--- src/rtl/serial_pkg.sv ---
// Shared definitions for the serial line transmitter and its matching receiver.
// Latency: n/a (types and constants only).
// Backpressure: n/a.
package serial_pkg;

   typedef enum logic [2:0] {
      IDLE,
      START,
      DATA,
      PARITY,
      STOP
   } serial_state_t;

   localparam logic LINE_IDLE = 1'b1;
   localparam logic START_BIT = 1'b0;
   localparam logic STOP_BIT  = 1'b1;

endpackage

--- src/rtl/serial_tx_bit_timer.sv ---
// Bit-period timer: counts CLKS_PER_BIT cycles and pulses tick on the last one.
// Latency: tick is combinational from the count; count updates on posedge clk.
// Backpressure: none; counts only while en is high, clear has priority.
// Ports: clk, reset (async, active-high), clear (restart the period),
//        en (count this cycle), tick (last cycle of the current bit period).
module bit_timer #(
   parameter int CLKS_PER_BIT = 4
) (
   input  logic clk,
   input  logic reset,
   input  logic clear,
   input  logic en,
   output logic tick
);

   localparam int CW = (CLKS_PER_BIT > 1) ? $clog2(CLKS_PER_BIT) : 1;
   localparam logic [CW-1:0] LAST = CW'(CLKS_PER_BIT - 1);

   logic [CW-1:0] cnt;

   assign tick = en && (cnt == LAST);

   always_ff @(posedge clk or posedge reset) begin
      if (reset) begin
         cnt <= '0;
      end else if (clear) begin
         cnt <= '0;
      end else if (en) begin
         cnt <= tick ? '0 : cnt + CW'(1);
      end
   end

endmodule

--- src/rtl/serial_tx.sv ---
// Parallel-to-serial frame transmitter: start bit, LSB-first data, optional even parity, stop bit.
// Latency: start bit appears on tx the cycle after the accepting edge; frame is CLKS_PER_BIT*(DATA_W+2[+1]).
// Backpressure: in_ready high only in IDLE; at least one idle cycle between frames.
// Ports: clk, reset (async, active-high), in_data/in_valid/in_ready (word handshake),
//        tx (registered serial line, idles high), busy (frame in progress).
// Build option: define SERIAL_TX_PARITY_EN to add an even-parity bit after the data bits.
module serial_tx
   import serial_pkg::*;
#(
   parameter int DATA_W       = 8,
   parameter int CLKS_PER_BIT = 4
) (
   input  logic              clk,
   input  logic              reset,
   input  logic [DATA_W-1:0] in_data,
   input  logic              in_valid,
   output logic              in_ready,
   output logic              tx,
   output logic              busy
);

   localparam int IW = (DATA_W > 1) ? $clog2(DATA_W) : 1;
   localparam logic [IW-1:0] LAST_BIT = IW'(DATA_W - 1);

   serial_state_t     state, state_n;
   logic [DATA_W-1:0] shift, shift_n;
   logic [IW-1:0]     idx, idx_n;
   logic              tx_n;
   logic              tick;
   logic              accept;
`ifdef SERIAL_TX_PARITY_EN
   logic              par, par_n;
`endif

   assign in_ready = (state == IDLE);
   assign busy     = (state != IDLE);
   assign accept   = in_valid && in_ready;

   bit_timer #(
      .CLKS_PER_BIT(CLKS_PER_BIT)
   ) u_timer (
      .clk   (clk),
      .reset (reset),
      .clear (accept),
      .en    (busy),
      .tick  (tick)
   );

   always_ff @(posedge clk or posedge reset) begin
      if (reset) begin
         state <= IDLE;
         shift <= '0;
         idx   <= '0;
         tx    <= LINE_IDLE;
`ifdef SERIAL_TX_PARITY_EN
         par   <= 1'b0;
`endif
      end else begin
         state <= state_n;
         shift <= shift_n;
         idx   <= idx_n;
         tx    <= tx_n;
`ifdef SERIAL_TX_PARITY_EN
         par   <= par_n;
`endif
      end
   end

   always_comb begin
      state_n = state;
      shift_n = shift;
      idx_n   = idx;
`ifdef SERIAL_TX_PARITY_EN
      par_n   = par;
`endif
      case (state)
         IDLE: begin
            if (in_valid) begin
               state_n = START;
               shift_n = in_data;
               idx_n   = '0;
`ifdef SERIAL_TX_PARITY_EN
               // The shift register consumes the word, so the parity of the
               // latched word is captured here alongside it.
               par_n   = ^in_data;
`endif
            end
         end
         START: begin
            if (tick) state_n = DATA;
         end
         DATA: begin
            if (tick) begin
               shift_n = shift >> 1;
               idx_n   = idx + IW'(1);
               if (idx == LAST_BIT) begin
                  idx_n = '0;
`ifdef SERIAL_TX_PARITY_EN
                  state_n = PARITY;
`else
                  state_n = STOP;
`endif
               end
            end
         end
`ifdef SERIAL_TX_PARITY_EN
         PARITY: begin
            if (tick) state_n = STOP;
         end
`endif
         STOP: begin
            if (tick) state_n = IDLE;
         end
         default: state_n = IDLE;
      endcase

      // tx is registered, so it is decoded from the state being entered;
      // this puts the start bit on the line the cycle after accept.
      tx_n = LINE_IDLE;
      case (state_n)
         IDLE:    tx_n = LINE_IDLE;
         START:   tx_n = START_BIT;
         DATA:    tx_n = shift_n[0];
`ifdef SERIAL_TX_PARITY_EN
         PARITY:  tx_n = par_n;
`endif
         STOP:    tx_n = STOP_BIT;
         default: tx_n = LINE_IDLE;
      endcase
   end

endmodule

--- config.mk ---
export PLATFORM = sky130hd
export DESIGN_NAME = serial_tx
export DESIGN_NICKNAME = d
export VERILOG_FILES = /design/src/rtl/serial_pkg.sv /design/src/rtl/serial_tx_bit_timer.sv /design/src/rtl/serial_tx.sv
export SDC_FILE = /design/constraint.sdc
export NUM_CORES = 1
export LEC_CHECK = 0
export ABC_CLOCK_PERIOD_IN_PS = 1800
export CORE_ASPECT_RATIO = 1.25
export CORE_MARGIN = 2
export CORE_UTILIZATION = 30
export CTS_BUF_LIST = sky130_fd_sc_hd__clkbuf_4 sky130_fd_sc_hd__clkbuf_8
export CTS_CLUSTER_DIAMETER = 30
export DETAILED_ROUTE_END_ITERATION = 7
export GPL_TIMING_DRIVEN = 0
export HOLD_SLACK_MARGIN = 0.08
export SETUP_SLACK_MARGIN = 0.02
export SYNTH_ARGS = -nofsm -noshare
export SYNTH_HDL_FRONTEND = slang
export SYNTH_SLANG_ARGS = --single-unit
--- constraint.sdc ---
create_clock -name clk -period 1.8 [get_ports clk]
set_input_delay 0.54 -clock clk [delete_from_list [all_inputs] [get_ports clk]]
set_output_delay 0.54 -clock clk [all_outputs]
set_load 0.02 [all_outputs]
### Word-level counts from Yosys, hierarchy flattened

Cells that the tools add are included.

| storage, ports and cells | value |
|---|---|
| output and inout bits | 3 |
| register bits | 17 |

| cells by class | value |
|---|---|
| mux-type cells | 17 |
| eq/ne operators | 9 |
| add/sub/neg operators | 2 |
| reduce and logical (&&, ||, !) cells | 7 |

Operators with widths:

| cell | count |
|---|---|
| 3-bit 2-to-1 mux | 8 |
| 8-bit 2-to-1 mux | 2 |
| 8-bit one-hot mux with 2 select lines | 1 |
| 3-bit one-hot mux with 4 select lines | 1 |
| 3-bit by 1-bit equality test with 1-bit output (second input constant) | 2 |
| 3-bit by 2-bit equality test with 1-bit output (second input constant) | 2 |
| 3-bit equality test (second input constant) | 2 |
| 2-bit 2-to-1 mux | 3 |
| 3-bit one-hot mux with 2 select lines | 1 |
| 2-bit nonzero test | 2 |
| 3-bit by 1-bit adder with 3-bit output (second input constant) | 1 |
| 3-bit zero test | 1 |
| 3-bit AND reduction | 1 |
| 3-bit nonzero test | 1 |
| 2-bit by 1-bit adder with 2-bit output (second input constant) | 1 |
| 2-bit equality test (second input constant) | 1 |
| 1-bit logical AND | 2 |
| 2-bit by 1-bit inequality test with 1-bit output (second input constant) | 1 |
| 2-bit inequality test (second input constant) | 1 |
| 1-bit one-hot mux with 2 select lines | 1 |

### Logic depth before layout (Yosys ltp)

| logic depth | value |
|---|---|
| word-level depth | 6 |
| depth in mapped cells | 5 |
| mapped depth without buffers | 5 |

### Cells and area by module

From an unflattened synthesis, not the netlist that was laid out.

| second synthesis, totals | value |
|---|---|
| cells, all modules | 76 |
| area total of the unflattened synthesis | 850.8 sq um |

Modules (own cells, without submodules):

| module | cells an instance | seq. area each (sq um) | area an instance (sq um) | instances |
|---|---|---|---|---|
| serial_tx | 66 | 376.6 | 740.7 | 1 |
| bit_timer | 10 | 50.0 | 110.1 | 1 |

### Worst setup path before layout

No wires, ideal clock.

| path | value |
|---|---|
| path kind | register to output |
| start point | reg state[0] |
| end point | out busy |
| slack | -232 ps |
| stages on the path, launching flop included | 4 |
| arrival time | 1492 ps |
| required time | 1260 ps |
| cells stage by stage | dfrtp_1 > buf_6 > nor3_1 > inv_1 |

| between the ends | value |
|---|---|
| cells in the longest elaborated chain, start to end | 1 |

Ends and longest elaborated chain:

| what | RTL line | source |
|---|---|---|
| from (decl) | serial_tx.sv:25 | `serial_state_t state, state_n;` |
| from (signal assigned) | serial_tx.sv:59 | `state <= state_n;` |
| 3-bit nonzero test | serial_tx.sv:36 | `assign busy = (state != IDLE);` |
| to (decl) | serial_tx.sv:19 | `output logic busy` |

Every way passes these cells.

### Worst setup path after layout

| path | value |
|---|---|
| start point | reg state[1] |
| end point | out in_ready |

| between the ends | value |
|---|---|
| cells in the longest elaborated chain, start to end | 1 |

Ends and longest elaborated chain:

| what | RTL line | source |
|---|---|---|
| 3-bit zero test | serial_tx.sv:35 | `assign in_ready = (state == IDLE);` |
| to (decl) | serial_tx.sv:17 | `output logic in_ready,` |

Every way passes these cells.

==> impl_metrics.env <==
export IMPL_grt_max_degree=18
export IMPL_drt_iter0_drc=24
export IMPL_nets=115
export IMPL_final_core_util=0.419
export IMPL_syn_inst=76
export IMPL_clk_path_buf_depth=2
export IMPL_setup_viol=0
export IMPL_crit_chain="buf_6 -> nor3_4 -> buf_6 -> buf_6"
export IMPL_cts_hold_buf=0
export IMPL_routed_wl_um=1720
export IMPL_clock_sinks=17
export IMPL_power_density_nw_per_um2=1430
export IMPL_synthTopCellsByCount="dfrtp_1, nand2_1, nand3_1"
export IMPL_crit_required_ps=1260
export IMPL_cpMaxStageDelayCell="dfrtp_1"
export IMPL_synthArstFlopShare=1.00
export IMPL_antenna_found_initial=0
export IMPL_antenna_left=0
export IMPL_synth_area_leader_cell="dfrtp_1"
export IMPL_areaGrowthSynthToFinish_pct=31.8
export IMPL_yosys_cell_count_top_type="dfrtp_1"
export IMPL_vdd_ir_drop_max_mv=0.547
export IMPL_global_route_overflow_total=0
export IMPL_crit_path_start_kind="flop"
export IMPL_holdWs_ps=496
export IMPL_finalHoldViolCount=0
export IMPL_tritoncts="built"
export IMPL_h_tree_depth=1
export IMPL_period_minus_slack_ps=1780
export IMPL_cp_common_cell="buf_6"
export IMPL_cp_end_kind="primary output"
export IMPL_synth_area_sq_um=870
export IMPL_io_pins=14
export IMPL_crit_fanout=5
export IMPL_dieWidth_um=52.2
export IMPL_worstMarginPinSlew_ps=665
export IMPL_relSlewSlack=0.545
export IMPL_detailed_place_hpwl_um=1150
export IMPL_wl_per_cell_um=12.8
export IMPL_critPathKind="reg -> out"
export IMPL_gp_congestion=0.736
export IMPL_worst_hold_path_type="reg -> reg"
export IMPL_grt_setup_unrepaired="true"
export IMPL_yosys_warnings=0
export IMPL_synth_edf_count=0
export IMPL_num_vias=658
export IMPL_status="completed"
export IMPL_root_buffer="clkbuf_4"
export IMPL_fmax_ghz=0.562
export IMPL_final_max_slew_violation_count=0
export IMPL_fp_dieH_um=64.2
export IMPL_port_buffers=13
export IMPL_grt_pass1_vias=668
export IMPL_clock_latency_ps=290
export IMPL_diodes=0
export IMPL_track_usage=0.114
export IMPL_clock_skew_ps=2.38
export IMPL_fill_cells=282
export IMPL_synthTopCellsByArea="dfrtp_1, a22oi_1, ha_1"
export IMPL_cts_buffers=3
export IMPL_std_cell_rows=21
export IMPL_maxCapViolCount=0
export IMPL_dr_pass1_iters=4
export IMPL_die_area_sq_um=3350
export IMPL_drc=0
export IMPL_grt_pass1_wl_um=2880
export IMPL_via_per_inst=4.91
export IMPL_synth_cell_types=31
export IMPL_critPathArrivalTime_ps=1240
export IMPL_dominantRegCellSynth="dfrtp_1"
export IMPL_synth_nets=90
export IMPL_synth_seq_area_share=0.491
export IMPL_core_area_sq_um=2730
export IMPL_ys_seq_elements=17
export IMPL_synth_area_per_cell_sq_um=11.4
export IMPL_path_clk_slew_ps=100
export IMPL_p_leak_nw=0.517
export IMPL_drive_gt1_frac=0.290
export IMPL_max_stage_delay_ps=390
export IMPL_initial_core_util=0.318
export IMPL_synth_top_cell_area_share=0.460
export IMPL_timing_final_crit_share=0.989
worst paths after layout:
kind                                start              to  slack [ps]  cells past startpoint
max                              state[1]        in_ready          20                      4
min                        u_timer.cnt[0]  u_timer.cnt[0]         500                      1
max reg2reg                        idx[0]              tx         210                      5
min reg2reg                u_timer.cnt[0]  u_timer.cnt[0]         500                      1
max in group asynchronous           reset        state[2]         700                      2
min in group asynchronous           reset        shift[6]         630                      2
registers in the layout (all words and copies together) (netlist names):
signal,flops
shift,8
tx,1
idx,3
u_timer.cnt,2
state,3
worst max-delay path, delay by kind of cell (launching register included):
kind	cells	cell delay [ps]
buf+inv	3	360
flops	1	390
simple gates	1	200
cells by family after synthesis:
group | count (synthesis) | synth area share
compound gates | 18 | 0.173
fa+ha+maj | 3 | 0.0432
buf+inv | 10 | 0.0676
flops | 17 | 0.491
simple gates | 28 | 0.226
area by class of cell:
class | instances | area (sq um) | share of cell area
Buffer | 5 | 46.3 | 0.0404
Clock buffer | 3 | 22.5 | 0.0197
Tap cell | 34 | 42.5 | 0.0371
Clock inverter | 1 | 5.00 | 0.00437
Multi-Input combinational cell | 49 | 395 | 0.345
Sequential cell | 17 | 428 | 0.373
Timing Repair Buffer | 20 | 188 | 0.164
Inverter | 5 | 18.8 | 0.0164
placed cells by master, fill, tap and decap left out, drive strengths merged:
master | netlist | final
clkinv | 0 | 1
a22oi | 7 | 7
o21ai | 2 | 2
a21oi | 1 | 1
nor2 | 2 | 2
nand3b | 3 | 3
dlygate4sd2 | 0 | 1
inv | 5 | 5
clkbuf | 0 | 3
nand4 | 1 | 1
dfrtp | 16 | 16
nand3 | 8 | 8
ha | 3 | 3
nor4b | 1 | 1
or4b | 1 | 1
nand4bb | 1 | 1
nor3 | 1 | 1
or3 | 1 | 1
and4bb | 1 | 1
a21bo | 1 | 1
and2 | 1 | 1
dfstp | 1 | 1
buf | 5 | 14
a41oi | 1 | 1
a22o | 2 | 2
clkdlybuf4s50 | 0 | 10
a32o | 1 | 1
o31ai | 2 | 2
a2111oi | 1 | 1
nand2 | 7 | 7
metal layers:
metal / part of all wire / vias up / wire length [um] / GRT usage
met5: 0 / - / 0 / 0
met4: 0.013 / 0 / 23 / 0.0481
met3: 0.030 / 4 / 52 / 0.0210
met2: 0.49 / 12 / 851 / 0.184
met1: 0.46 / 313 / 793 / 0.149
li1: - / 329 / - / -
power breakdown:
part | switching (mW) | internal, mW
registers | 0.0826 | 0.540
logic | 0.385 | 0.425
clock network | 0.126 | 0.0826
timing repair:
item,4_1_cts,5_1_grt
endpoints found under the setup margin,5,2
pin swaps,1,1
setup buffers,4,3
resized for setup,14,5
through the flow:
stage                     instance area, sq um  power (mW)  setup WS, ps  cells  setup TNS, ps
final                                     1150        1.64          19.1    134              0
after global routing                      1150        1.77         -54.4    134          -79.1
after CTS                                 1110        1.57         -24.1    131          -24.1
after detailed placement                  1050        1.30          -314    123          -3330
after global placement                    1050        1.28          -277    123          -3080
after floorplan                            875        1.11          90.3     76              0
No activity file was read; power rests on OpenSTA's default activity.
